--- src/rtl/cpu_pkg.sv ---
// Shared definitions for the multi-cycle CPU core: opcodes, FSM encoding, field layout.
package cpu_pkg;

  typedef enum logic [3:0] {
    OpNop  = 4'h0,
    OpAdd  = 4'h1,
    OpSub  = 4'h2,
    OpAnd  = 4'h3,
    OpOr   = 4'h4,
    OpXor  = 4'h5,
    OpShl  = 4'h6,
    OpShr  = 4'h7,
    OpLdi  = 4'h8,
    OpLd   = 4'h9,
    OpSt   = 4'hA,
    OpIn   = 4'hB,
    OpOut  = 4'hC,
    OpBeq  = 4'hD,
    OpJmp  = 4'hE,
    OpHalt = 4'hF
  } op_e;

  localparam logic [2:0] ST_LOAD     = 3'd0;
  localparam logic [2:0] ST_FETCH    = 3'd1;
  localparam logic [2:0] ST_EXEC     = 3'd2;
  localparam logic [2:0] ST_MEM_WAIT = 3'd3;
  localparam logic [2:0] ST_IO_WAIT  = 3'd4;
  localparam logic [2:0] ST_HALT     = 3'd5;

  localparam int unsigned IRQ_VEC_DEFAULT = 1;

  // Instruction layout, msb to lsb: op(4) | rd | rs0 | rs1
  function automatic int unsigned ins_bits(input int unsigned szb_reg);
    return 4 + 3 * szb_reg;
  endfunction

  function automatic int unsigned rd_lsb(input int unsigned szb_reg);
    return 2 * szb_reg;
  endfunction

  function automatic int unsigned rs0_lsb(input int unsigned szb_reg);
    return szb_reg;
  endfunction

endpackage

--- src/rtl/cpu_regfile_mc.sv ---
// Data register file: two asynchronous read ports, one synchronous write port.
module cpu_regfile_mc
  import cpu_pkg::*;
#(
  parameter int unsigned BIT_DATA = 8,
  parameter int unsigned SZB_REG  = 4
) (
  input  logic                clock,
  input  logic                reset,
  input  logic [SZB_REG-1:0]  raddr_a,
  input  logic [SZB_REG-1:0]  raddr_b,
  output logic [BIT_DATA-1:0] rdata_a,
  output logic [BIT_DATA-1:0] rdata_b,
  input  logic                we,
  input  logic [SZB_REG-1:0]  waddr,
  input  logic [BIT_DATA-1:0] wdata
);

  logic [BIT_DATA-1:0] regs_q [2**SZB_REG];

  always_ff @(posedge clock or negedge reset) begin
    if (!reset) begin
      for (int i = 0; i < 2**SZB_REG; i++) begin
        regs_q[i] <= '0;
      end
    end else if (we) begin
      regs_q[waddr] <= wdata;
    end
  end

  assign rdata_a = regs_q[raddr_a];
  assign rdata_b = regs_q[raddr_b];

endmodule

--- src/rtl/cpu_core_mc.sv ---
// Multi-cycle CPU core with RAM/IO valid-ack handshakes and a program-load port.
// Optional interrupt support is enabled by defining CPU_CORE_IRQ_EN.
module cpu_core_mc
  import cpu_pkg::*;
#(
  parameter int unsigned BIT_DATA = 8,
  parameter int unsigned SZB_REG  = 4,
  parameter int unsigned SZB_INS  = 6,
  parameter int unsigned SZB_RAM  = 8
`ifdef CPU_CORE_IRQ_EN
  ,
  parameter int unsigned IRQ_VEC  = IRQ_VEC_DEFAULT
`endif
) (
  input  logic                   clock,
  input  logic                   reset,
`ifdef CPU_CORE_IRQ_EN
  input  logic                   irq,
`endif
  input  logic                   prog_mode,
  input  logic                   prog_we,
  input  logic [SZB_INS-1:0]     prog_addr,
  input  logic [4+3*SZB_REG-1:0] prog_data,
  input  logic [BIT_DATA-1:0]    io_din,
  input  logic                   io_in_valid,
  output logic                   io_in_ready,
  output logic [BIT_DATA-1:0]    io_dout,
  output logic                   io_out_valid,
  output logic                   ram_req,
  output logic                   ram_we,
  output logic [SZB_RAM-1:0]     ram_addr,
  output logic [BIT_DATA-1:0]    ram_d,
  input  logic                   ram_ack,
  input  logic [BIT_DATA-1:0]    ram_q,
  output logic                   halted,
  output logic [SZB_INS-1:0]     pc_out
);

  localparam int unsigned BIT_INS = ins_bits(SZB_REG);
  localparam int unsigned RD_LSB  = rd_lsb(SZB_REG);
  localparam int unsigned RS0_LSB = rs0_lsb(SZB_REG);

  logic [BIT_INS-1:0]  imem [2**SZB_INS];

  logic [2:0]          state_q, state_d;
  logic [SZB_INS-1:0]  pc_q, pc_d, ir_pc_q, ir_pc_d;
  logic [BIT_INS-1:0]  ir_q, ir_d;
  logic [BIT_DATA-1:0] io_dout_q, io_dout_d;
  logic                io_out_valid_q, io_out_valid_d;
  logic                ram_req_q, ram_req_d, ram_we_q, ram_we_d;
  logic [SZB_RAM-1:0]  ram_addr_q, ram_addr_d;
  logic [BIT_DATA-1:0] ram_d_q, ram_d_d;
`ifdef CPU_CORE_IRQ_EN
  logic [SZB_INS-1:0]  epc_q, epc_d;
  logic                in_service_q, in_service_d;
`endif

  op_e                 op;
  logic [SZB_REG-1:0]  rd, rs0, rs1;
  logic [2*SZB_REG-1:0] imm;
  logic [SZB_INS-1:0]  off_ext;
  logic                is_beq;

  logic [SZB_REG-1:0]  raddr_a, raddr_b;
  logic [BIT_DATA-1:0] rdata_a, rdata_b;
  logic                rf_we;
  logic [BIT_DATA-1:0] rf_wdata, alu_y;

  assign op      = op_e'(ir_q[BIT_INS-1 -: 4]);
  assign rd      = ir_q[RD_LSB +: SZB_REG];
  assign rs0     = ir_q[RS0_LSB +: SZB_REG];
  assign rs1     = ir_q[0 +: SZB_REG];
  assign imm     = {rs0, rs1};
  assign off_ext = {{(SZB_INS-SZB_REG){rs1[SZB_REG-1]}}, rs1};

  // BEQ compares R[rd] with R[rs0], so the read ports shift by one field.
  assign is_beq  = (op == OpBeq);
  assign raddr_a = is_beq ? rd  : rs0;
  assign raddr_b = is_beq ? rs0 : rs1;

  cpu_regfile_mc #(
    .BIT_DATA(BIT_DATA),
    .SZB_REG (SZB_REG)
  ) u_regfile (
    .clock  (clock),
    .reset  (reset),
    .raddr_a(raddr_a),
    .raddr_b(raddr_b),
    .rdata_a(rdata_a),
    .rdata_b(rdata_b),
    .we     (rf_we),
    .waddr  (rd),
    .wdata  (rf_wdata)
  );

  always_comb begin
    alu_y = '0;
    case (op)
      OpAdd:   alu_y = rdata_a + rdata_b;
      OpSub:   alu_y = rdata_a - rdata_b;
      OpAnd:   alu_y = rdata_a & rdata_b;
      OpOr:    alu_y = rdata_a | rdata_b;
      OpXor:   alu_y = rdata_a ^ rdata_b;
      OpShl:   alu_y = rdata_a << 1;
      OpShr:   alu_y = rdata_a >> 1;
      OpLdi:   alu_y = BIT_DATA'(imm);
      default: alu_y = '0;
    endcase
  end

  always_comb begin
    state_d        = state_q;
    pc_d           = pc_q;
    ir_d           = ir_q;
    ir_pc_d        = ir_pc_q;
    io_dout_d      = io_dout_q;
    io_out_valid_d = 1'b0;
    ram_req_d      = ram_req_q;
    ram_we_d       = ram_we_q;
    ram_addr_d     = ram_addr_q;
    ram_d_d        = ram_d_q;
    rf_we          = 1'b0;
    rf_wdata       = alu_y;
    io_in_ready    = 1'b0;
`ifdef CPU_CORE_IRQ_EN
    epc_d          = epc_q;
    in_service_d   = in_service_q;
`endif
    case (state_q)
      ST_FETCH: begin
        if (prog_mode) begin
          state_d = ST_LOAD;
        end
`ifdef CPU_CORE_IRQ_EN
        else if (irq && !in_service_q) begin
          // Redirect only; the vector is fetched on the next cycle.
          epc_d        = pc_q;
          pc_d         = SZB_INS'(IRQ_VEC);
          in_service_d = 1'b1;
        end
`endif
        else begin
          ir_d    = imem[pc_q];
          ir_pc_d = pc_q;
          pc_d    = pc_q + SZB_INS'(1);
          state_d = ST_EXEC;
        end
      end
      ST_EXEC: begin
        state_d = ST_FETCH;
        unique case (op)
          OpNop: begin
`ifdef CPU_CORE_IRQ_EN
            if (rd == SZB_REG'(1)) begin
              pc_d         = epc_q;
              in_service_d = 1'b0;
            end
`endif
          end
          OpAdd, OpSub, OpAnd, OpOr, OpXor, OpShl, OpShr, OpLdi: rf_we = 1'b1;
          OpLd: begin
            ram_req_d  = 1'b1;
            ram_we_d   = 1'b0;
            ram_addr_d = SZB_RAM'(rdata_a);
            state_d    = ST_MEM_WAIT;
          end
          OpSt: begin
            ram_req_d  = 1'b1;
            ram_we_d   = 1'b1;
            ram_addr_d = SZB_RAM'(rdata_a);
            ram_d_d    = rdata_b;
            state_d    = ST_MEM_WAIT;
          end
          OpIn:  state_d = ST_IO_WAIT;
          OpOut: begin
            io_dout_d      = rdata_a;
            io_out_valid_d = 1'b1;
          end
          OpBeq: begin
            if (rdata_a == rdata_b) pc_d = ir_pc_q + off_ext;
          end
          OpJmp:  pc_d    = SZB_INS'(imm);
          OpHalt: state_d = ST_HALT;
        endcase
      end
      ST_MEM_WAIT: begin
        if (ram_ack) begin
          ram_req_d = 1'b0;
          state_d   = ST_FETCH;
          if (!ram_we_q) begin
            rf_we    = 1'b1;
            rf_wdata = ram_q;
          end
        end
      end
      ST_IO_WAIT: begin
        io_in_ready = 1'b1;
        if (io_in_valid) begin
          rf_we    = 1'b1;
          rf_wdata = io_din;
          state_d  = ST_FETCH;
        end
      end
      ST_HALT: begin
        if (prog_mode) begin
          state_d = ST_LOAD;
        end
`ifdef CPU_CORE_IRQ_EN
        else if (irq && !in_service_q) begin
          epc_d        = pc_q;
          pc_d         = SZB_INS'(IRQ_VEC);
          in_service_d = 1'b1;
          state_d      = ST_FETCH;
        end
`endif
      end
      ST_LOAD: begin
        if (!prog_mode) begin
          pc_d    = '0;
          state_d = ST_FETCH;
`ifdef CPU_CORE_IRQ_EN
          in_service_d = 1'b0;
`endif
        end
      end
      default: state_d = ST_FETCH;
    endcase
  end

  always_ff @(posedge clock or negedge reset) begin
    if (!reset) begin
      state_q        <= ST_FETCH;
      pc_q           <= '0;
      ir_q           <= '0;
      ir_pc_q        <= '0;
      io_dout_q      <= '0;
      io_out_valid_q <= 1'b0;
      ram_req_q      <= 1'b0;
      ram_we_q       <= 1'b0;
      ram_addr_q     <= '0;
      ram_d_q        <= '0;
`ifdef CPU_CORE_IRQ_EN
      epc_q          <= '0;
      in_service_q   <= 1'b0;
`endif
    end else begin
      state_q        <= state_d;
      pc_q           <= pc_d;
      ir_q           <= ir_d;
      ir_pc_q        <= ir_pc_d;
      io_dout_q      <= io_dout_d;
      io_out_valid_q <= io_out_valid_d;
      ram_req_q      <= ram_req_d;
      ram_we_q       <= ram_we_d;
      ram_addr_q     <= ram_addr_d;
      ram_d_q        <= ram_d_d;
`ifdef CPU_CORE_IRQ_EN
      epc_q          <= epc_d;
      in_service_q   <= in_service_d;
`endif
    end
  end

  // Instruction store survives reset so a program can rerun after it.
  always_ff @(posedge clock) begin
    if (state_q == ST_LOAD && prog_we) begin
      imem[prog_addr] <= prog_data;
    end
  end

  assign io_dout      = io_dout_q;
  assign io_out_valid = io_out_valid_q;
  assign ram_req      = ram_req_q;
  assign ram_we       = ram_we_q;
  assign ram_addr     = ram_addr_q;
  assign ram_d        = ram_d_q;
  assign halted       = (state_q == ST_HALT) || (state_q == ST_LOAD);
  assign pc_out       = pc_q;

endmodule
--- config.mk ---
export PLATFORM = sky130hd
export DESIGN_NAME = cpu_core_mc
export DESIGN_NICKNAME = d
export VERILOG_FILES = /design/src/rtl/cpu_pkg.sv /design/src/rtl/cpu_regfile_mc.sv /design/src/rtl/cpu_core_mc.sv
export SDC_FILE = /design/constraint.sdc
export NUM_CORES = 2
export LEC_CHECK = 0
export CORE_MARGIN = 3
export CORE_UTILIZATION = 45
export CTS_CLUSTER_SIZE = 16
export DETAILED_ROUTE_END_ITERATION = 8
export PLACE_DENSITY = 0.66
export SYNTH_ARGS = -nofsm -noshare
export SYNTH_HDL_FRONTEND = slang
export SYNTH_SLANG_ARGS = --single-unit
--- constraint.sdc ---
create_clock -name clock -period 4.7 [get_ports clock]
set_input_delay 0.705 -clock clock [delete_from_list [all_inputs] [get_ports clock]]
set_output_delay 0.705 -clock clock [all_outputs]
set_load 0.01 [all_outputs]
; Yosys cells after proc, flatten, opt, wreduce, memory -nomap -nowiden
; Memory sizes are Yosys's and may differ from the RTL's. A register that Yosys moved wholly into a read port is not among the register bits.
; Cells that the tools add are included.
; Widths: inputs -> output; s select.
[op_classes]
addsub = 4
magnitude_cmp = 4
n_eq_ne = 29
muxes = 42
n_bitwise = 7
reduce_logical = 18
[op_table]
columns = op, n
row1 = $bwmux 128, 1
row2 = $bmux 8 s4, 2
row3 = $mux 8, 8
row4 = $pmux 8 s8, 1
row5 = $demux 8 s4, 1
row6 = $eq 4x4->1 const B, 8
row7 = $mux 6, 3
row8 = $pmux 3 s6, 1
row9 = $pmux 6 s3, 1
row10 = $eq 4x3->1 const B, 4
row11 = $pmux 8 s2, 1
row12 = $ge 5x5->1 const B, 3
row13 = $not 4->5, 3
row14 = $mux 3, 4
row15 = $ne 2x2->1 const B, 6
row16 = $pmux 6 s2, 1
row17 = $mux 1, 11
row18 = $reduce_and 2->1, 5
row19 = $pmux 3 s3, 1
row20 = $add 8x8->8, 1
row21 = $and 8x8->8, 1
row22 = $eq 4x2->1 const B, 2
row23 = $eq 8x8->1, 1
row24 = $mux 4, 2
row25 = other kinds (27), 32
[word_totals]
reg_bits = 170
ram_bits = 1024
inputBits = 44
out_inout_bits = 35
word_cells = 130
memories = 1
[mem_list]
columns = memory, depth, width, rd, rd_ports_with_merged_regs, write_ports, line_no
row1 = imem, 64, 16, 1, 1, 1, cpu_core_mc.sv:43  ; logic [BIT_INS-1:0] imem [2**SZB_INS];

; Longest topological paths before layout
[depth]
ltp_word = 12
mapped_depth = 22

; Modules after synthesis
; From an unflattened synthesis, not the netlist that was laid out.
[unflattened]
hier_cells = 2719
hier_area_um2 = 50305.7
[by_module_without_submodules]
columns = mod, instances, cells_each, area_per_inst_um2, seq_area_each_um2
row1 = cpu_core_mc, 1, 2284, 43450.4, 32202.1
row2 = cpu_regfile_mc, 1, 435, 6855.3, 3203.1

; Worst setup path before layout
; OpenSTA, ideal clock, no wires.
[synth_timing]
path_type = flip-flop to flip-flop
startpoint = register ir_q[13], read port of imem
endpoint = register u_regfile.regs_q[39] (netlist name)
arrival_time_ns = 4.439
required_time_ns = 4.568
setup_slack_ns = 0.129
stages_incl_launch_ff = 20
n_path_buf = 5
synth_period_minus_slack_ns = 4.571
cell_sequence = dfrtp_1 buf_6 nand4b_1 buf_4 a21oi_2 buf_2 mux4_2 mux2i_1 mux2i_1 ha_1 clkbuf_1 nor3_1 nor2b_1 o311ai_0 a31o_2 a21oi_1 o21ba_2 o41ai_2 buf_4 o21ai_0
[synth_via]
elab_chain_cells = 12
[synth_rtl]
columns = element, line_no
row1 = from (decl), cpu_core_mc.sv:47  ; logic [BIT_INS-1:0] ir_q, ir_d;
row2 = $eq 4x4->1 (*), cpu_core_mc.sv:77  ; assign is_beq = (op == OpBeq);
row3 = $mux 4 (*), cpu_core_mc.sv:79  ; assign raddr_b = is_beq ? rs0 : rs1;
row4 = $not 4->5 (not written as such) (*), cpu_regfile_mc.sv:32  ; assign rdata_b = regs_q[raddr_b];
row5 = $bmux 8 s4 (*), cpu_regfile_mc.sv:32
row6 = $mux 8 (not written as such) (*) (2 in series), cpu_regfile_mc.sv:32
row7 = via rdata_b[4], cpu_core_mc.sv:65  ; logic [BIT_DATA-1:0] rdata_a, rdata_b;
row8 = $sub 8x8->8 / $add 8x8->8 (equally long branches), "cpu_core_mc.sv:100, cpu_core_mc.sv:99"
row9 = $pmux 8 s8 (*), cpu_core_mc.sv:98  ; case (op)
row10 = $mux 8, cpu_core_mc.sv:190  ; if (!ram_we_q) begin
row11 = $mux 8, cpu_core_mc.sv:187  ; if (ram_ack) begin
row12 = $pmux 8 s2 (*), cpu_core_mc.sv:129  ; case (state_q)
row13 = $bwmux 128 (*), cpu_regfile_mc.sv:27  ; regs_q[waddr] <= wdata;
row14 = "to (signal, indexed assignment)", cpu_regfile_mc.sv:27
row15 = to (decl), cpu_regfile_mc.sv:19  ; logic [BIT_DATA-1:0] regs_q [2**SZB_REG];
; Mark *: on every way through the listed nets, which the timed path passes. The rest lies on a longest branch. The select of a mux whose other input is x is not followed.
; A chain may end at the register's enable or synchronous reset.

; Worst setup path in the final report
[layout_timing]
startpoint = register ir_q[13], read port of imem
endpoint = register u_regfile.regs_q[115] (netlist name)
[layout_via]
elab_chain_cells = 12
[layout_rtl]
columns = element, line_no
row1 = $eq 4x4->1 (*), cpu_core_mc.sv:77
row2 = $mux 4 (*), cpu_core_mc.sv:78  ; assign raddr_a = is_beq ? rd : rs0;
row3 = $not 4->5 (not written as such) (*), cpu_regfile_mc.sv:31  ; assign rdata_a = regs_q[raddr_a];
row4 = $bmux 8 s4 (*), cpu_regfile_mc.sv:31
row5 = $mux 8 (not written as such) (*) (2 in series), cpu_regfile_mc.sv:31
row6 = via rdata_a[2], cpu_core_mc.sv:65
row7 = $sub 8x8->8 / $add 8x8->8 (equally long branches), "cpu_core_mc.sv:100, cpu_core_mc.sv:99"
row8 = $pmux 8 s8 (*), cpu_core_mc.sv:98
row9 = $mux 8, cpu_core_mc.sv:190
row10 = $mux 8, cpu_core_mc.sv:187
row11 = $pmux 8 s2 (*), cpu_core_mc.sv:129
row12 = $bwmux 128 (*), cpu_regfile_mc.sv:27
; Marked as above.

==> reports/metrics.csv <==
stage,metric,value,unit
run_status,status,completed,
placed_design,GPL Wtd Cong,0.945,
sta,FMAX,219,MHz
grt,All-Layer GR Usage,22.6,%
grt,first-pass GRT wire length,194000,um
finish,post-route non-filler standard cell count,4785,
yosys,Synth Warn #,0,
sta,crit path time final,4.57,ns
setup_path,CP required,5.19,ns
routing,number of vias in the routed layout,28600,
setup_path,Worst Setup End Kind,register,
yosys,"EDFF count, synth",1024,
setup_path,WS Path Type,register to register,
min_path,HP Class,register to register,
die,Die Area,116000,um^2
routing,drt drc,0,
grt,initial antenna violation count,4,
finish,Finished Core Util,52.6,%
yosys,register area share after synthesis,70.3,%
clock_tree,Clock transition at path regs,0.07,ns
yosys,Async SR Flop Fraction,15.4,%
finish,Nets,3268,
routing,Vias/cell,5.98,
routing,post-route ant nets,0,
placed_design,# port buffers,78,
sta,Slew headroom,15.1,%
sta,Slew Limit Fails,0,
clock_tree,Max clock buf depth,3,
die,FP Rows,122,
run,Max Cap Viol,0,
finish,fraction of layout cells with a size suffix above 1,24.4,%
finish,most frequent cells in the layout,"edfxtp_1 (1024), nand2_1 (322), mux4_2 (267)",
placed_design,dpl cells,4550,
grt,GR Overflow Total,0,
yosys,ys flop type,edfxtp_1,
power_and_ir_drop,LEAKAGE,19.5,nW
clock_tree,"Clk Latency, worst-skew pair",0.73,ns
setup_path,CP Max Fanout,16,
routing,DR WL/cell,27.4,um
yosys,Synth cell types,80,
die,core region area,111000,um^2
routing,drt first pass iters,6,
power_and_ir_drop,total power draw,36.6,mW
die,Die Width,341,um
setup_path,Critical Path Start Type,register,
yosys,largest cells by area after synthesis,"edfxtp_1 (61%), mux4_2 (12%), dfrtp_1 (9.2%)",
clock_tree,Root Driver,clkbuf_16,
finish,fillcell total,8723,
placed_design,Post-DP HPWL,83900,um
die,Initial Utilization,45.4,%
grt,vias in the first global route,28800,
clock_tree,TritonCTS Buffers,118,
die,Die H,341,um
sta,setup TNS,0,ns
power_and_ir_drop,maximum ir drop on the vdd rail,340,uV
routing,DRT Wirelength,131000,um
finish,Area Overhead vs Synth,15.8,%
sta,final hold violations,0,
finish,"commonest non-fill, non-tap cell in the layout",edfxtp_1,
yosys,average cell area after synthesis,17.0,um^2
power_and_ir_drop,PD cells,627,nW/um^2
sta,Slew @ Worst Pin,1.27,ns
sta,post-route clock period utilization,97.2,%
routing,1st-iter DRT viols,3272,
clock_tree,clk sinks,1210,
placed_design,Place WS,-0.0231,ns
clock_tree,H-tree Lvls,3,
clock_tree,CTS tree,yes,
sta,Final setup viols,0,
yosys,Synthesized Nets,3034,
yosys,synthesized flop and latch total,1210,
yosys,"area leader, netlist",edfxtp_1,
setup_path,Critical Path AT,5.06,ns
yosys,Cells after Synth,2958,
sta,Final Skew,0.0823,ns
sta,Final WS setup,0.130,ns
die,I/O pin total,79,
grt,largest net degree at the start of global routing,119,
yosys,Post-Syn Area,50400,um^2
yosys,Yosys top cell area share,61.1,%
logic make-up (layout without fill, tap and decap cells):
family                     Yosys count  in the layout  synth area share (%)
AOI/OAI and AO/OA                  513            513                  6.52
buffers and inverters              206            544                  1.81
xor gates and xnor gates             9              9                 0.157
DFF                               1210           1210                  70.3
other                                0              1                     0
muxes                              465            465                  16.0
adders and majority gates           32             32                 0.840
and+or+nand+nor                    523            523                  4.33
worst paths after layout:
check | startpoint | to | slack, ns | cells after the start
worst max-delay path | ir_q[13] | u_regfile.regs_q[115] | 0.13 | 18
worst min-delay path | ram_d[6] | ram_d[6] | 0.48 | 2
worst max register to register | ir_q[13] | u_regfile.regs_q[115] | 0.13 | 18
worst min register to register | ram_d[6] | ram_d[6] | 0.48 | 2
max in group asynchronous | reset | u_regfile.regs_q[75] | 2.96 | 3
min in group asynchronous | reset | ram_d[4] | 0.58 | 2
state kept, by name (all words and copies together), names as in the netlist, 6 cells and up:
name,flops
ir_pc_q,6
ram_addr,8
imem,1024
pc_out,6
u_regfile.regs_q,128
ir_q,16
ram_d,8
io_dout,8
area by class of cell:
cell class / count / area (um^2) / area share (%)
multi-input combinational: 1542 / 14300 / 24.5
timing repair buffer: 289 / 2540 / 4.35
tap: 1488 / 1860 / 3.19
antenna: 1 / 2.50 / 0.00429
clock inverter: 86 / 1020 / 1.74
inverter: 31 / 116 / 0.200
clock buffer: 138 / 3090 / 5.29
sequential: 1210 / 35400 / 60.7
critical path, stage by stage, from the launching register on:
cell and delay (ns):
dfrtp_1 0.41, and4b_2 0.37, mux2_4 0.35, buf_12 0.16
mux4_2 0.47, a22oi_2 0.24, and2_4 0.18, inv_1 0.08
ha_4 0.30, buf_4 0.15, inv_1 0.07, o21ba_2 0.24
a221oi_2 0.30, o2111ai_2 0.21, a41oi_1 0.23, o31ai_1 0.14
o21ai_2 0.23, buf_12 0.17, o21ai_0 0.10
metrics by stage:
stage	cell area (um^2)	hold WS [ns]
floorplan	50400	0.409
global placement	53900	0.463
detailed placement	53900	0.470
CTS	58100	0.484
global route	58300	0.500
finish	58300	0.480
Yosys cell counts, types with 6 or more instances:
library cell,instances
o22ai_1,37
nand2b_1,11
inv_1,31
a211oi_1,19
ha_1,29
buf_4,10
mux2_2,42
mux4_2,267
a21oi_1,106
and2_1,6
xnor2_1,8
a2bb2oi_1,9
o21ai_2,13
a32oi_1,25
nor3_1,13
buf_2,48
buf_1,23
nor2_1,107
edfxtp_1,1024
nand2_1,323
a22oi_1,13
nand4_1,7
mux2i_1,151
o21ai_1,20
dfrtp_1,185
o21ai_0,174
clkbuf_1,88
o221ai_1,41
nand3_1,22
nor2b_1,9
layer usage:
| metal | up-vias | track usage, % | routed length (um) |
|---|---|---|---|
| met3 | 238 | 4.53 | 10700 |
| met5 | - | 0 | 15 |
| met2 | 1270 | 35.5 | 61900 |
| met1 | 14800 | 31.5 | 53600 |
| li1 | 12200 | - | - |
| met4 | 2 | 8.35 | 4740 |
timing repair:
| action | CTS | global route |
|---|---|---|
| gates resized for setup | 5 | 40 |
| hold buffers | 1 | 0 |
| endpoints found under the setup margin | 21 | 118 |
| buffers inserted | 0 | 8 |
| cloned | 0 | 1 |
| pin swaps | 0 | 8 |
| endpoints found under the hold margin | 2 | 0 |
report_power, final:
group	switching (mW)	leakage [nW]	internal, mW	total, mW
clock network	4.07	2.00	5.81	9.87
registers	0.818	11.7	12.3	13.1
logic	7.71	5.81	5.88	13.6
Power figures use the tool's default switching activity.
